File: config.mk
export PLATFORM = sky130hd
export DESIGN_NAME = regfile_write_arbiter
export DESIGN_NICKNAME = d
export VERILOG_FILES = /design/src/rtl/regfile_write_arbiter.sv
export SDC_FILE = /design/constraint.sdc
export NUM_CORES = 1
export LEC_CHECK = 0
export ABC_AREA = 1
export CELL_PAD_IN_SITES_DETAIL_PLACEMENT = 2
export CELL_PAD_IN_SITES_GLOBAL_PLACEMENT = 2
export CORE_ASPECT_RATIO = 0.7
export CORE_MARGIN = 2
export CORE_UTILIZATION = 23
export DETAILED_ROUTE_END_ITERATION = 8
export PLACE_DENSITY = 0.91
export SLEW_MARGIN = 5
export SYNTH_ARGS = -nofsm -noshare
export SYNTH_HDL_FRONTEND = slang
export SYNTH_SLANG_ARGS = --single-unit
File: constraint.sdc
create_clock -name clk -period 5.3 [get_ports clk]
set_clock_uncertainty 0.2 [all_clocks]
set_input_delay 0.795 -clock clk [delete_from_list [all_inputs] [get_ports clk]]
set_output_delay 0.795 -clock clk [all_outputs]
set_load 0.01 [all_outputs]
File: src/rtl/regfile_write_arbiter.sv
// regfile_write_arbiter: round-robin arbiter sharing one register-file write port; REGFILE_ARB_COMB_OUT_EN selects unregistered outputs
module regfile_write_arbiter #(
  parameter int NREQ     = 3,
  parameter int DATA_W   = 8,
  parameter int ADDR_W   = 5,
  parameter int NUM_REGS = 8
) (
  input  logic                     clk,
  input  logic                     rst,
  input  logic [NREQ-1:0]          req_valid,
  output logic [NREQ-1:0]          req_ready,
  input  logic [NREQ*ADDR_W-1:0]   req_addr,
  input  logic [NREQ*DATA_W-1:0]   req_data,
  output logic                     regwrite,
  output logic [ADDR_W-1:0]        wa,
  output logic [DATA_W-1:0]        wd,
  output logic                     err_oor,
  output logic [2:0]               grant_id
);
  logic [2:0] ptr, gid;
  logic hit, grant, in_range, fwd, oor;
  logic [ADDR_W-1:0] sel_addr;
  logic [DATA_W-1:0] sel_data;
  // first valid requester at or after ptr, wrapping
  always_comb begin
    hit = 1'b0;
    gid = '0;
    for (int k = 0; k < NREQ; k++) begin
      if (!hit && req_valid[(int'(ptr) + k) % NREQ]) begin
        hit = 1'b1;
        gid = 3'((int'(ptr) + k) % NREQ);
      end
    end
  end
  assign grant     = hit && !rst;
  assign req_ready = grant ? (NREQ'(1) << gid) : '0;
  assign grant_id  = grant ? gid : '0;
  assign sel_addr  = req_addr[gid*ADDR_W +: ADDR_W];
  assign sel_data  = req_data[gid*DATA_W +: DATA_W];
  assign in_range  = {1'b0, sel_addr} < (ADDR_W+1)'(NUM_REGS);
  assign fwd       = grant && sel_addr != '0 && in_range;
  assign oor       = grant && !in_range;
  // rotate priority past the winner; sticky out-of-range flag
  always_ff @(posedge clk) begin
    if (rst) begin
      ptr     <= '0;
      err_oor <= 1'b0;
    end else begin
      if (grant) ptr <= (gid == 3'(NREQ-1)) ? '0 : gid + 3'd1;
      if (oor) err_oor <= 1'b1;
    end
  end
`ifdef REGFILE_ARB_COMB_OUT_EN
  assign regwrite = fwd;
  assign wa       = fwd ? sel_addr : '0;
  assign wd       = fwd ? sel_data : '0;
`else
  logic wr_q;
  logic [ADDR_W-1:0] wa_q;
  logic [DATA_W-1:0] wd_q;
  // write stage; wa/wd hold their last values when nothing is forwarded
  always_ff @(posedge clk) begin
    if (rst) begin
      wr_q <= 1'b0;
      wa_q <= '0;
      wd_q <= '0;
    end else begin
      wr_q <= fwd;
      if (fwd) begin
        wa_q <= sel_addr;
        wd_q <= sel_data;
      end
    end
  end
  // a pending write is dropped as soon as reset is seen
  assign regwrite = wr_q && !rst;
  assign wa       = wa_q;
  assign wd       = wd_q;
`endif
endmodule

==> reports/results.ini, run 1 <==
[cells_and_area]
nNetsFinal = 454
fillCellCount = 965
diodes = 0
syn_to_final_growth_pct = 54.55
post-route-util_pct = 37.15
layout_common_cells = 94 x nand2_1, 61 x clkdlybuf4s50_1, 34 x inv_1, 32 x nor2_1, 25 x nand3_1
final_cells = 493
final_common_cell = nand2_1
seq_area_um2 = 366.6
drive_above_1_share_pct = 18.62
multi_input_area_mm2 = 0.001436

[worst_setup_path]
slowest_stage = clkdlybuf4s50_1
path_class = flop to primary output
cp_cell_sequence = clkinvlp_4, ha_4, nor2_2, nand2_1, nand2_1, nand2_1, nand2_1, nand2_1, ha_1, ha_1, a21boi_0, nand2_2, nand2_2, nand2_1, nand2_2, inv_1, nand3_1, nand2_2, nand4_1, nand2_2, inv_1, nor2_1, clkdlybuf4s50_1
end_kind = primary output
arrival_ns = 4.16
worstPathRequired_ns = 4.30
cpPeakStageDelay_ns = 0.57
worst-path-buf-inv = 4
cpMostUsedCell = nand2_1
cp_max_fo = 6
worstSetupStartpointType = flop
crit_family = simple AND/OR/NAND/NOR gates

[logic_synthesis]
synth_cell_types = 33
ys_warn_count = 0
syn-num-nets = 371
synthMuxAreaShare_pct = 0.5202
ys_ff_latch = 18
synth_compound_area_share_pct = 7.737
synthSimpleGateAreaFrac_pct = 49.87
synth_xor_area_share_pct = 1.821
synth-adder-area-share_pct = 11.05
postSynthCellCount = 310
synthFlopType = dfxtp_1
synth_edf_count = 0
syn-mean-instance-area_um2 = 6.208
synth_seq_area_share_pct = 18.73
synth_area_mm2 = 0.001924
synthArstFlopShare_pct = 0
synth_top_family_by_area = simple AND/OR/NAND/NOR gates

[timing]
min_period_over_period_pct = 97.25
finalSetupViolCount = 0
slew_violations = 0
tightest_slew_ns = 0.5189
worst_slack_ns = 0.1456
hold_viol_final = 0
min_period_ns = 5.154
max_slew_margin_pct = 65.37
max_freq_ghz = 0.1940

[grt]
grt_first_pass_wirelength_um = 13880
grt_pass1_vias = 2539
grt_usage_pct = 19.82
antenna_found_initial = 0
grt_max_degree = 17
grt.overflow.total = 0

[routing]
drc = 0
drtIter0Drc = 116
vias = 2363
detail-route-antenna-nets = 0
wl_per_cell_um = 18.85
drt-total-wl_um = 9291
viasPerCell = 4.793
drt_pass1_iterations = 4

[place]
place_ws_ns = -0.1996
place_inst = 475
io_buffers = 64
gp_congestion = 0.7581
dp_hpwl_um = 6624

[floorplanning]
die_h_um = 80.53
core_area_mm2 = 0.008006
dieArea_mm2 = 0.009126
start_util_pct = 24.04
io_pins = 65
rows = 27
die_x_um = 113.3

[clocking]
cts_num_sinks = 18
cts_buffers = 3
cts_tree = done
cts_root_buffer = clkbuf_16
clk_pin_slew_ns = 0.06
clock_latency_ns = 0.26
ctsHtreeMaxLevel = 1
clockBufferDepth = 2

[job]
cap_violations = 0

[min_path]
min_path_type = flop to flop

[status]
status = completed

## synthesized netlist by cell type, types with 2 or more instances
library cell | count | area, um2
nand2_2 | 14 | 87.58
xor2_1 | 3 | 26.28
buf_6 | 2 | 22.52
buf_2 | 2 | 10.01
nand3_2 | 4 | 40.04
nand2_4 | 4 | 45.04
nand2_1 | 97 | 364.1
inv_2 | 5 | 18.77
o211ai_1 | 2 | 15.01
nand3_4 | 2 | 35.03
nand3_1 | 25 | 125.1
dfxtp_1 | 18 | 360.4
a21oi_1 | 7 | 35.03
ha_1 | 17 | 212.7
nor2_1 | 34 | 127.6
nand4_1 | 11 | 68.82
o21ai_0 | 6 | 30.03
a31oi_1 | 3 | 18.77
inv_1 | 38 | 142.6
a22oi_1 | 3 | 22.52
## area by class of cell
| class | count | share of cell area (%) |
|---|---|---|
| timing repair buffer | 83 | 26.59 |
| multi-input combinational | 244 | 48.30 |
| sequential | 18 | 12.33 |
| tap | 101 | 4.249 |
| clock buffer | 4 | 2.987 |
| inverter | 43 | 5.553 |
## state kept, by name, indices dropped and copies added, names as in the netlist
name,count
ptr,3
wd,8
wa,5
err_oor,1
wr_q,1
## layer usage
metal  share of wire (%)  track usage (%)  vias up
li1                    -                -     1154
met1                  46            25.55     1159
met2                  49            35.27       37
met3                 2.5            1.057       13
met4                 2.5            7.073        0
met5                   0                0        -
## worst reg2reg max path: cells and delay by family, from the launching register on
family | cells | cell delay, ns
buffers and inverters | 3 | 0.39
and+or+nand+nor | 22 | 3.00
DFF | 1 | 0.39
adders and majority gates | 3 | 0.64
AOI/OAI and AO/OA | 1 | 0.23
## kinds of logic (layout without fill, tap and decap cells)
kind of cell    after synthesis  count (layout)
xor+xnor                      4               4
flops                        18              18
mux                           1               1
simple gates                197             197
compound gates               25              25
fa+ha+maj                    17              17
buf+inv                      48             130
## what timing repair did
item,4_1_cts,5_1_grt
setup endpoints to repair,6,15
pin swaps,2,2
hold buffers,0,0
buffers inserted,6,8
gates resized for setup,10,16
hold endpoints to repair,0,0
## final timing paths
kind         startpoint     endpoint  slack [ns]  cells after the start
max              ptr[1]  grant_id[1]        0.15                     23
min               wa[4]        wa[4]        0.25                      2
max reg2reg      ptr[1]        wd[6]        0.37                     29
min reg2reg       wa[4]        wa[4]        0.25                      2
## stage by stage
stage / TNS (ns) / cell area, um2 / hold slack [ns]
2_1_floorplan: 0 / 1924 / 0.2673
3_3_place_gp: 0 / 2693 / 0.2346
3_5_place_dp: -0.3952 / 2693 / 0.2464
4_1_cts: 0 / 2845 / 0.2568
5_1_grt: -0.9580 / 2974 / 0.2759
6_report: 0 / 2974 / 0.2498
Power of run 1 is not shown: default switching activity piles up to over one toggle a cycle in this logic, so the estimate is an artifact.
==> run 2, diff against run 1 <==
--- a/config.mk
+++ b/config.mk
@@ -12,6 +12,7 @@
 export CORE_MARGIN = 2
 export CORE_UTILIZATION = 23
 export DETAILED_ROUTE_END_ITERATION = 8
+export MAX_ROUTING_LAYER = met4
 export PLACE_DENSITY = 0.91
 export SLEW_MARGIN = 5
 export SYNTH_ARGS = -nofsm -noshare
==> run 2 against run 1 <==
Net effect: routed wire length fell by 0.37%; via count barely moved; register-to-register slack barely moved; non-clock buffer count did not move; first-iteration DRC count fell by 0.86%; final cell count did not move; global-route usage rose by 0.54 points; fmax rose by 0.44%; die area did not move; critical path type unchanged.
==> reports/results.ini, run 2 (synthesis gave the netlist of run 1 again) <==
[clocking]
clock_latency_ns = 0.26
ctsHtreeMaxLevel = 1
cts_tree = done
cts_hold_buf = 0
cts_num_sinks = 18
cts_buffers = 3
cts_root_buffer = clkbuf_16
clk_pin_slew_ns = 0.06
clockBufferDepth = 2

[cells_and_area]
diodes = 0
final_cells = 493
fillCellCount = 965
drive_above_1_share_pct = 18.62
layout_common_cells = 94 x nand2_1, 61 x clkdlybuf4s50_1, 34 x inv_1, 32 x nor2_1, 25 x nand3_1
nNetsFinal = 454
largest_register_ffs = 8
final_common_cell = nand2_1
syn_to_final_growth_pct = 54.55

[grt]
grt.overflow.total = 0
grt_pass1_vias = 2531
grt_usage_pct = 20.36
grt_max_degree = 17
grt_first_pass_wirelength_um = 13870
antenna_found_initial = 0

[job]
cap_violations = 0

[floorplanning]
die_h_um = 80.53
start_util_pct = 24.04
rows = 27
io_pins = 65
core_area_mm2 = 0.008006
dieArea_mm2 = 0.009126
die_x_um = 113.3

[timing]
max_freq_ghz = 0.1949
slew_violations = 0
hold_viol_final = 0
tightest_slew_ns = 0.5211
finalSetupViolCount = 0
max_slew_margin_pct = 65.22
min_period_ns = 5.132
min_period_over_period_pct = 96.83

[worst_setup_path]
cp_cell_sequence = clkinvlp_4, buf_4, ha_1, nor2_2, nand2_1, nand2_1, nand2_1, ha_1, ha_1, a21boi_0, nand2_2, nand2_2, nand2_1, nand2_2, inv_1, nand3_1, nand2_2, nand4_1, nand2_2, inv_1, nor2_1, clkdlybuf4s50_1
end_kind = primary output
arrival_ns = 4.14
path_class = flop to primary output
worstSetupStartpointType = flop
cpPeakStageDelay_ns = 0.56
worstPathRequired_ns = 4.30
slowest_stage = clkdlybuf4s50_1
worst_r2r_path_depth = 28
cpMostUsedCell = nand2_2
cp_max_fo = 6

[routing]
wl_per_cell_um = 18.78
drtIter0Drc = 115
vias = 2361
drt-total-wl_um = 9257
viasPerCell = 4.789
drc = 0
drt_pass1_iterations = 4
detail-route-antenna-nets = 0

[min_path]
min_path_type = flop to flop
whs_path_depth = 2

[place]
dp_hpwl_um = 6624
gp_congestion = 0.7680
place_inst = 475
io_buffers = 64

[status]
status = completed

[run 2: cell counts in the layout (fill, tap and decap cells not counted)]
No cell type changed its count.
[run 2: per-stage QoR]
stage	hold WS, ns	TNS, ns	worst slack, ns	area [um2]	utilization [%]
after CTS	0.2568	0	0.02823	2845	35.54
after global placement	0.2346	0	0.2859	2693	33.63
after floorplan	0.2673	0	0.8992	1924	-
after detailed placement	0.2464	-0.3952	-0.1996	2693	33.63
final	0.2499	0	0.1680	2974	37.15
after global routing	0.2759	-0.5920	-0.1296	2974	37.15
[run 2: layer usage]
layer	up-vias	GRT usage [%]	wire, um
met5	-	-	0
met4	0	7.073	174
met3	11	1.057	252
met2	37	35.27	4631
met1	1159	25.55	4198
li1	1154	-	-
[run 2: area by class of cell]
cell class | count | area (um2) | area share [%]
sequential | 18 | 366.6 | 12.33
timing repair buffer | 83 | 790.8 | 26.59
multi-input combinational | 244 | 1436 | 48.30
tap | 101 | 126.4 | 4.249
clock buffer | 4 | 88.84 | 2.987
inverter | 43 | 165.2 | 5.553
[run 2: path summary, 6_finish.rpt]
| path | start | end | slack, ns |
|---|---|---|---|
| hold reg to reg | wa[4] | wa[4] | 0.25 |
| setup reg to reg | ptr[1] | wd[6] | 0.36 |
| hold / removal | wa[4] | wa[4] | 0.25 |
| setup / recovery | ptr[1] | grant_id[1] | 0.17 |
[run 2: what timing repair did]
action,CTS,global route
endpoints found under the setup margin,6,14
pin swaps,2,2
resized for setup,10,16
buffers inserted,6,8
[run 2: worst max-delay path, delay by kind of cell, from the launching register on]
kind	cells	cell delay [ns]
adder cells (fa/ha/maj)	3	0.67
flip-flops	1	0.39
AND/OR/NAND/NOR	13	1.53
buffers and inverters	5	1.14
AO/OA/AOI/OAI	1	0.14
Power of run 2 is left out for the same reason.
